$ cat config.mk
export PLATFORM = sky130hd
export DESIGN_NAME = dff_pipe
export DESIGN_NICKNAME = d
export VERILOG_FILES = /design/src/rtl/dff_pipe.sv
export SDC_FILE = /design/constraint.sdc
export NUM_CORES = 1
export LEC_CHECK = 0
export BUFFER_PORTS_ARGS = -buffer_cell sky130_fd_sc_hd__buf_2
export CAP_MARGIN = 20
export CORE_ASPECT_RATIO = 1.75
export CORE_MARGIN = 2
export CORE_UTILIZATION = 40
export DETAILED_ROUTE_END_ITERATION = 10
export GPL_ROUTABILITY_DRIVEN = 0
export SLEW_MARGIN = 20
export SYNTH_ARGS = -nofsm -noshare
export SYNTH_HDL_FRONTEND = slang
export SYNTH_SLANG_ARGS = --single-unit
export TNS_END_PERCENT = 30
$ cat constraint.sdc
create_clock -name clk -period 2.1 [get_ports clk]
set_input_delay 0.42 -clock clk [delete_from_list [all_inputs] [get_ports clk]]
set_output_delay 0.42 -clock clk [all_outputs]
set_load 0.01 [all_outputs]
$ cat src/rtl/dff_pipe.sv
// dff_pipe: elastic register pipeline of DEPTH stages with valid/ready
// flow control, bubble collapsing, synchronous flush and occupancy count.
// Ports:
//   clk      - rising-edge clock
//   rst      - asynchronous active-high reset
//   flush    - synchronous clear of all stage valid bits
//   d        - input data word
//   d_valid  - d holds a word to transfer
//   d_ready  - pipeline accepts d this cycle
//   q        - data register of the last stage
//   q_valid  - q holds a valid word
//   q_ready  - consumer accepts q this cycle
//   count    - number of valid stages
module dff_pipe #(
   parameter int unsigned      WIDTH     = 8,
   parameter int unsigned      DEPTH     = 4,
   parameter logic [WIDTH-1:0] RESET_VAL = '0
) (
   input  logic                       clk,
   input  logic                       rst,
   input  logic                       flush,
   input  logic [WIDTH-1:0]           d,
   input  logic                       d_valid,
   output logic                       d_ready,
   output logic [WIDTH-1:0]           q,
   output logic                       q_valid,
   input  logic                       q_ready,
   output logic [$clog2(DEPTH+1)-1:0] count
);

   localparam int unsigned CW = $clog2(DEPTH + 1);

   logic [DEPTH-1:0] v_q;
   logic [DEPTH-1:0] v_d;
   logic [WIDTH-1:0] data_q [DEPTH];
   logic [WIDTH-1:0] data_d [DEPTH];
   logic [CW-1:0]    count_q;
   logic [CW-1:0]    count_d;

   logic             d_ready_c;
   logic             q_valid_c;

   always_comb begin : next_c
      // r[i]: stage i can take a word this cycle; r[DEPTH] is the consumer
      logic [DEPTH:0] r;
      logic [DEPTH-1:0] adv;
      // up_v / up_data: valid and data offered to stage i from upstream
      logic [DEPTH:0] up_v;
      logic [WIDTH-1:0] up_data [DEPTH+1];
      logic in_x;
      logic out_x;

      r = '0;
      adv = '0;
      r[DEPTH] = q_ready;
      // Ready ripples from the output back to the input so a stage that
      // empties this cycle can be refilled in the same cycle.
      for (int i = int'(DEPTH) - 1; i >= 0; i--) begin
         adv[i] = v_q[i] & r[i+1];
         r[i] = ~v_q[i] | adv[i];
      end

      up_v = {v_q, d_valid};
      up_data[0] = d;
      for (int i = 0; i < int'(DEPTH); i++) begin
         up_data[i+1] = data_q[i];
      end

      d_ready_c = r[0] & ~flush & ~rst;
      q_valid_c = v_q[DEPTH-1] & ~flush;

      in_x = d_valid & d_ready_c;
      out_x = q_valid_c & q_ready;

      v_d = v_q;
      data_d = data_q;
      for (int i = 0; i < int'(DEPTH); i++) begin
         if (r[i] & up_v[i]) begin
            v_d[i] = 1'b1;
            data_d[i] = up_data[i];
         end else if (adv[i]) begin
            v_d[i] = 1'b0;
         end
      end

      count_d = count_q;
      unique case ({in_x, out_x})
         2'b10:   count_d = count_q + CW'(1);
         2'b01:   count_d = count_q - CW'(1);
         default: count_d = count_q;
      endcase

      // Flush drops every word in flight but leaves stored data alone.
      if (flush) begin
         v_d = '0;
         data_d = data_q;
         count_d = '0;
      end
   end

   always_ff @(posedge clk or posedge rst) begin
      if (rst) begin
         v_q <= '0;
         count_q <= '0;
         for (int i = 0; i < int'(DEPTH); i++) begin
            data_q[i] <= RESET_VAL;
         end
      end else begin
         v_q <= v_d;
         count_q <= count_d;
         for (int i = 0; i < int'(DEPTH); i++) begin
            data_q[i] <= data_d[i];
         end
      end
   end

   assign d_ready = d_ready_c;
   assign q_valid = q_valid_c;
   assign q = data_q[DEPTH-1];
   assign count = count_q;

endmodule

## After elaboration in Yosys (flattened, before gate mapping)

Cells that the tools add are included.

| storage, ports and cells | value |
|---|---|
| memory bits (read-only) | 0 |
| latch bits | 0 |
| RAM bits | 0 |
| input bits | 13 |
| bits in registers | 39 |
| output and inout bits | 13 |
| word-level logic and storage cells | 53 |
| memories kept | 0 |

| cells by class | value |
|---|---|
| shift operators | 0 |
| reduce and logical (&&, ||, !) cells | 9 |
| divide/modulo/power cells | 0 |
| $lt $le $gt $ge | 0 |
| eq/ne operators | 2 |
| multipliers | 0 |
| bitwise logic cells | 20 |
| mux-type cells | 11 |
| add/subtract/negate cells | 2 |

Operators by type and width:

| cell | count |
|---|---|
| 3-bit nonzero test | 5 |
| 1-bit AND | 10 |
| 1-bit 2-to-1 mux | 8 |
| 2-bit AND reduction | 4 |
| 1-bit inverter | 6 |
| 3-bit one-hot mux with 2 select lines | 1 |
| 4-bit 2-to-1 mux | 1 |
| 1-bit OR | 4 |
| 3-bit by 1-bit adder with 3-bit output, second input constant | 1 |
| 3-bit 2-to-1 mux | 1 |
| 3-bit by 1-bit subtractor with 3-bit output, second input constant | 1 |
| 2-bit by 1-bit == test with 1-bit output, second input constant | 1 |
| 2-bit == test, second input constant | 1 |

## Longest topological paths before layout

| depth | value |
|---|---|
| word-level depth | 14 |
| mapped depth | 6 |
| depth with buffers taken out | 6 |

## Worst setup path before layout

No wires, ideal clock.

| path | value |
|---|---|
| kind | input port to output port |
| start point | input port rst |
| end point | output port d_ready |
| cell stages on the path | 2 |
| slack | 0.142 ns |
| arrival time | 1.538 ns |
| path buffers | 0 |
| cell sequence | inv_1 and2_1 |

| on the way | value |
|---|---|
| cells in the longest elaborated chain, start to end | 2 |

RTL lines:

| element | line | RTL |
|---|---|---|
| from (decl) | 20 | `input logic rst,` |
| 1-bit inverter | 69 | `d_ready_c = r[0] & ~flush & ~rst;` |
| 1-bit AND | 69 |  |
| to (decl) | 24 | `output logic d_ready,` |

Every way passes these cells.

## Worst setup path after layout

| path | value |
|---|---|
| start point | register v_q[3] |
| end point | register count_q[2] (netlist: count[2]) |

| on the way | value |
|---|---|
| cells in the longest elaborated chain, start to end | 14 |
| elaborated cells on any way between the ends | 19 |
| those cells by class | eq/ne (2); mux (2); bitwise (14); reduce/logical (1) |

RTL lines:

| element | line | RTL |
|---|---|---|
| from (decl) | 33 | `logic [DEPTH-1:0] v_q;` |
| from (signal assigned) | 109 | `v_q <= v_d;` |
| 1-bit AND / 1-bit inverter (equally long branches) | 59, 60 |  |
| 1-bit OR | 60 | `r[i] = ~v_q[i] \| adv[i];` |
| 1-bit AND | 59 | `adv[i] = v_q[i] & r[i+1];` |
| 1-bit OR | 60 |  |
| 1-bit AND | 59 |  |
| 1-bit OR | 60 |  |
| 1-bit AND | 59 |  |
| 1-bit OR | 60 |  |
| 1-bit AND (2 in series) | 69 |  |
| 1-bit AND | 72 | `in_x = d_valid & d_ready_c;` |
| 2-bit by 1-bit == test with 1-bit output / 2-bit == test (equally long branches) | 87 | `unique case ({in_x, out_x})` |
| 3-bit one-hot mux with 2 select lines | 87 |  |
| 3-bit 2-to-1 mux | 94 | `if (flush) begin` |
| to (signal assigned) | 110 | `count_q <= count_d;` |
| to (decl) | 37 | `logic [CW-1:0] count_q;` |

Parallel ways exist; a longest one is shown, timed or not.
A chain may end at the register's enable or synchronous reset.

==> reports/metrics.yaml <==
global_route:
  grt_pass1_vias: 1018
  grt_overflow: 0
  antenna_found_initial: 0
  grt_pass1_wl_um: 4770
  grt_start_max_net_pins: 40
  grt_usage_pct: 13.7
timing:
  setup-tns-final_ps: 0
  setup_slack_ps: 179
  fmax_mhz: 520
  worst_pin_slew_ps: 507
  setup_violations: 0
  hold_viol: 0
  period_share_pct: 91.5
  max-slew-margin-rel_pct: 66.2
  rsz0062_at_grt: "no"
  fin_skew_ps: 3.86
  finalWorstPathRequiredPeriod_ps: 1920
  finalMaxSlewViolations: 0
worst_setup_path:
  cp.arrival_ps: 2110
  crit_type: "flop to flop"
  critPathCaptureType: "flop"
  cpPeakStageDelay_ps: 410
  critPathLaunchType: "flop"
  crit_top_cell: "nor3_1"
  slowest_stage: "dfrtp_1"
  required_ps: 2290
  path_cells: "nand2_1, nor3_1, fa_1, or3_1, and3b_1, nor3_1"
  cp_max_fo: 5
routing:
  drt-pass1-iter-count: 3
  vias_per_cell: 5.00
  antenna_left: 0
  wl_um: 2730
  vias: 965
  first_iter_violations: 12
  drc: 0
  wl_per_cell_um: 14.1
place:
  dp_hpwl_um: 2070
  dp_slack_ps: -139
  portBuffers: 25
logic_synthesis:
  syn_nets: 134
  synth-edff-count: 0
  synth_cells: 120
  ys_seq_area_share_pct: 57.9
  async_reset_ff_share_pct: 100
  synth.avg_cell_area_um2: 14.1
  synthFlopType: "dfrtp_1"
  synth.distinct_cells: 27
  yosys_warnings: 0
  ys_ff_latch: 39
  synth_area_um2: 1690
cells_and_area:
  antenna_cells: 0
  layout.nets: 157
  synthToLayoutAreaGrowth_pct: 12.9
  fillers: 414
  drive_above_1_share_pct: 46.5
worst_hold_path:
  hold_path_class: "input pin to async pin"
status:
  status: "finished, final reports clean"
floorplanning:
  die_w_um: 53.1
  die_area_um2: 4770
  die_h_um: 89.9
  io_pins: 26
  rows: 31
  initial_core_util_pct: 41.0
  core_area_um2: 4110
power_and_ir_drop:
  fin_total_pwr_w: 0.00195
  p_per_area_nw_per_um2: 1020
  ir_worst_vdd_mv: 0.488
  leakagePower_nw: 0.928
clock_network:
  cts.clk_slew.worst_paths_ps: 70
  cts_root_buf: "clkbuf_8"
  htreeDepth: 2
  post_cts_buffers: 0
  cts_num_sinks: 39
  cts_tree: "done"
  cts-buffers-inserted: 5
  worstSkewPairLatency_ps: 280
  cts_max_path_buffers: 2
flow_run:
  cap_violations: 0
==> worst paths after layout <==
kind | startpoint | endpoint | slack [ps] | cells past startpoint
setup / recovery | v_q[3]$_DFFE_PP0P_ | count[2]$_DFFE_PP0P_ | 180 | 6
hold / removal | rst | v_q[0]$_DFFE_PP0P_ | 290 | 3
setup reg to reg | v_q[3]$_DFFE_PP0P_ | count[2]$_DFFE_PP0P_ | 180 | 6
hold reg to reg | q[0]$_DFFE_PP0P_ | q[0]$_DFFE_PP0P_ | 500 | 1
max in group asynchronous | rst | q[4]$_DFFE_PP0P_ | 1480 | 3
min in group clk | d[6] | data_q[30]$_DFFE_PP0P_ | 360 | 2
==> metrics by stage <==
| stage | instance area [um^2] | utilization, % | hold WS, ps | cells |
|---|---|---|---|---|
| after detailed placement | 1800 | 43.8 | 487 | 185 |
| after floorplan | 1690 | - | 475 | 120 |
| after global routing | 1900 | 46.3 | 341 | 193 |
| final | 1900 | 46.3 | 286 | 193 |
| after global placement | 1800 | 43.8 | 483 | 185 |
| after CTS | 1900 | 46.3 | 308 | 193 |
==> where the power goes <==
| group | leakage (nW) | switching [W] | internal [W] |
|---|---|---|---|
| clock | 0.0515 | 0.000235 | 0.000299 |
| sequential | 0.486 | 0.0000956 | 0.000944 |
| combinational | 0.390 | 0.000134 | 0.000238 |
==> cell families (layout without fill, tap and decap cells) <==
family                   count (synthesis)  after routing  share of synthesized area, %
flip-flops                              39             39                          57.9
multiplexers                            33             33                          23.7
AND/OR/NAND/NOR                         28             28                          9.57
buffers and inverters                   13             37                          5.56
AO/OA/AOI/OAI                            6              6                          2.08
adder cells (fa/ha/maj)                  1              1                          1.19
==> critical path: cells and delay by family, from the launching register on <==
kind                     cells  cell delay [ps]
flip-flops                   1              410
adder cells (fa/ha/maj)      1              390
AND/OR/NAND/NOR              5             1020
==> placed cells by master, fill, tap and decap left out, drive strengths merged <==
cell    netlist  final
nand2b        2      2
or3b          1      1
nor2b         2      2
mux2         32     32
or3           1      1
or2b          1      1
nand2         3      3
fa            1      1
and3          1      1
nor3b         1      1
buf          10     27
inv           2      2
and3b         2      2
a31oi         2      2
and2          1      1
a21oi         2      2
clkbuf        1      8
dfrtp        39     39
nand4         2      2
o21ai         1      1
nand3b        2      2
nor3          3      3
nor2          6      6
a21boi        1      1
mux2i         1      1
==> sequential cells by signal, summed over array words and instances, names as in the netlist <==
name    count
v_q         4
count       3
q           8
data_q     24
==> repair_timing <==
action,CTS,global route
hold buffers,0,0
gates resized for setup,0,1
setup endpoints to repair,0,1
==> Yosys cell counts (2+ instances only) <==
| cell type | count | share of area, % |
|---|---|---|
| a31oi_1 | 2 | 0.74 |
| inv_1 | 2 | 0.45 |
| mux2_2 | 24 | 16 |
| buf_6 | 2 | 1.3 |
| nand2b_1 | 2 | 0.74 |
| nor3_1 | 3 | 0.89 |
| buf_4 | 8 | 3.6 |
| nand4_1 | 2 | 0.74 |
| a21oi_1 | 2 | 0.59 |
| nand3b_1 | 2 | 0.89 |
| nor2_1 | 6 | 1.3 |
| nor2b_1 | 2 | 0.74 |
| nand2_1 | 3 | 0.67 |
| mux2_4 | 8 | 7.1 |
| and3b_1 | 2 | 1.0 |
| dfrtp_1 | 39 | 58 |
==> area by class of cell <==
type	instances	area (um^2)	area share (%)
clock buffers	8	100	5.26
inverters	2	7.51	0.394
multi-input cells	68	619	32.5
flip-flops and latches	39	976	51.2
well taps	49	61.3	3.22
repair buffers	27	140	7.36
==> routing by layer <==
metal / global-route usage (%) / vias to the layer above / wire length (um)
met5: 0 / - / 0
met4: 7.05 / 0 / 57
met3: 3.99 / 6 / 124
met2: 22.3 / 27 / 1460
met1: 15.8 / 478 / 1090
li1: - / 454 / -
Power figures use the tool's default switching activity.
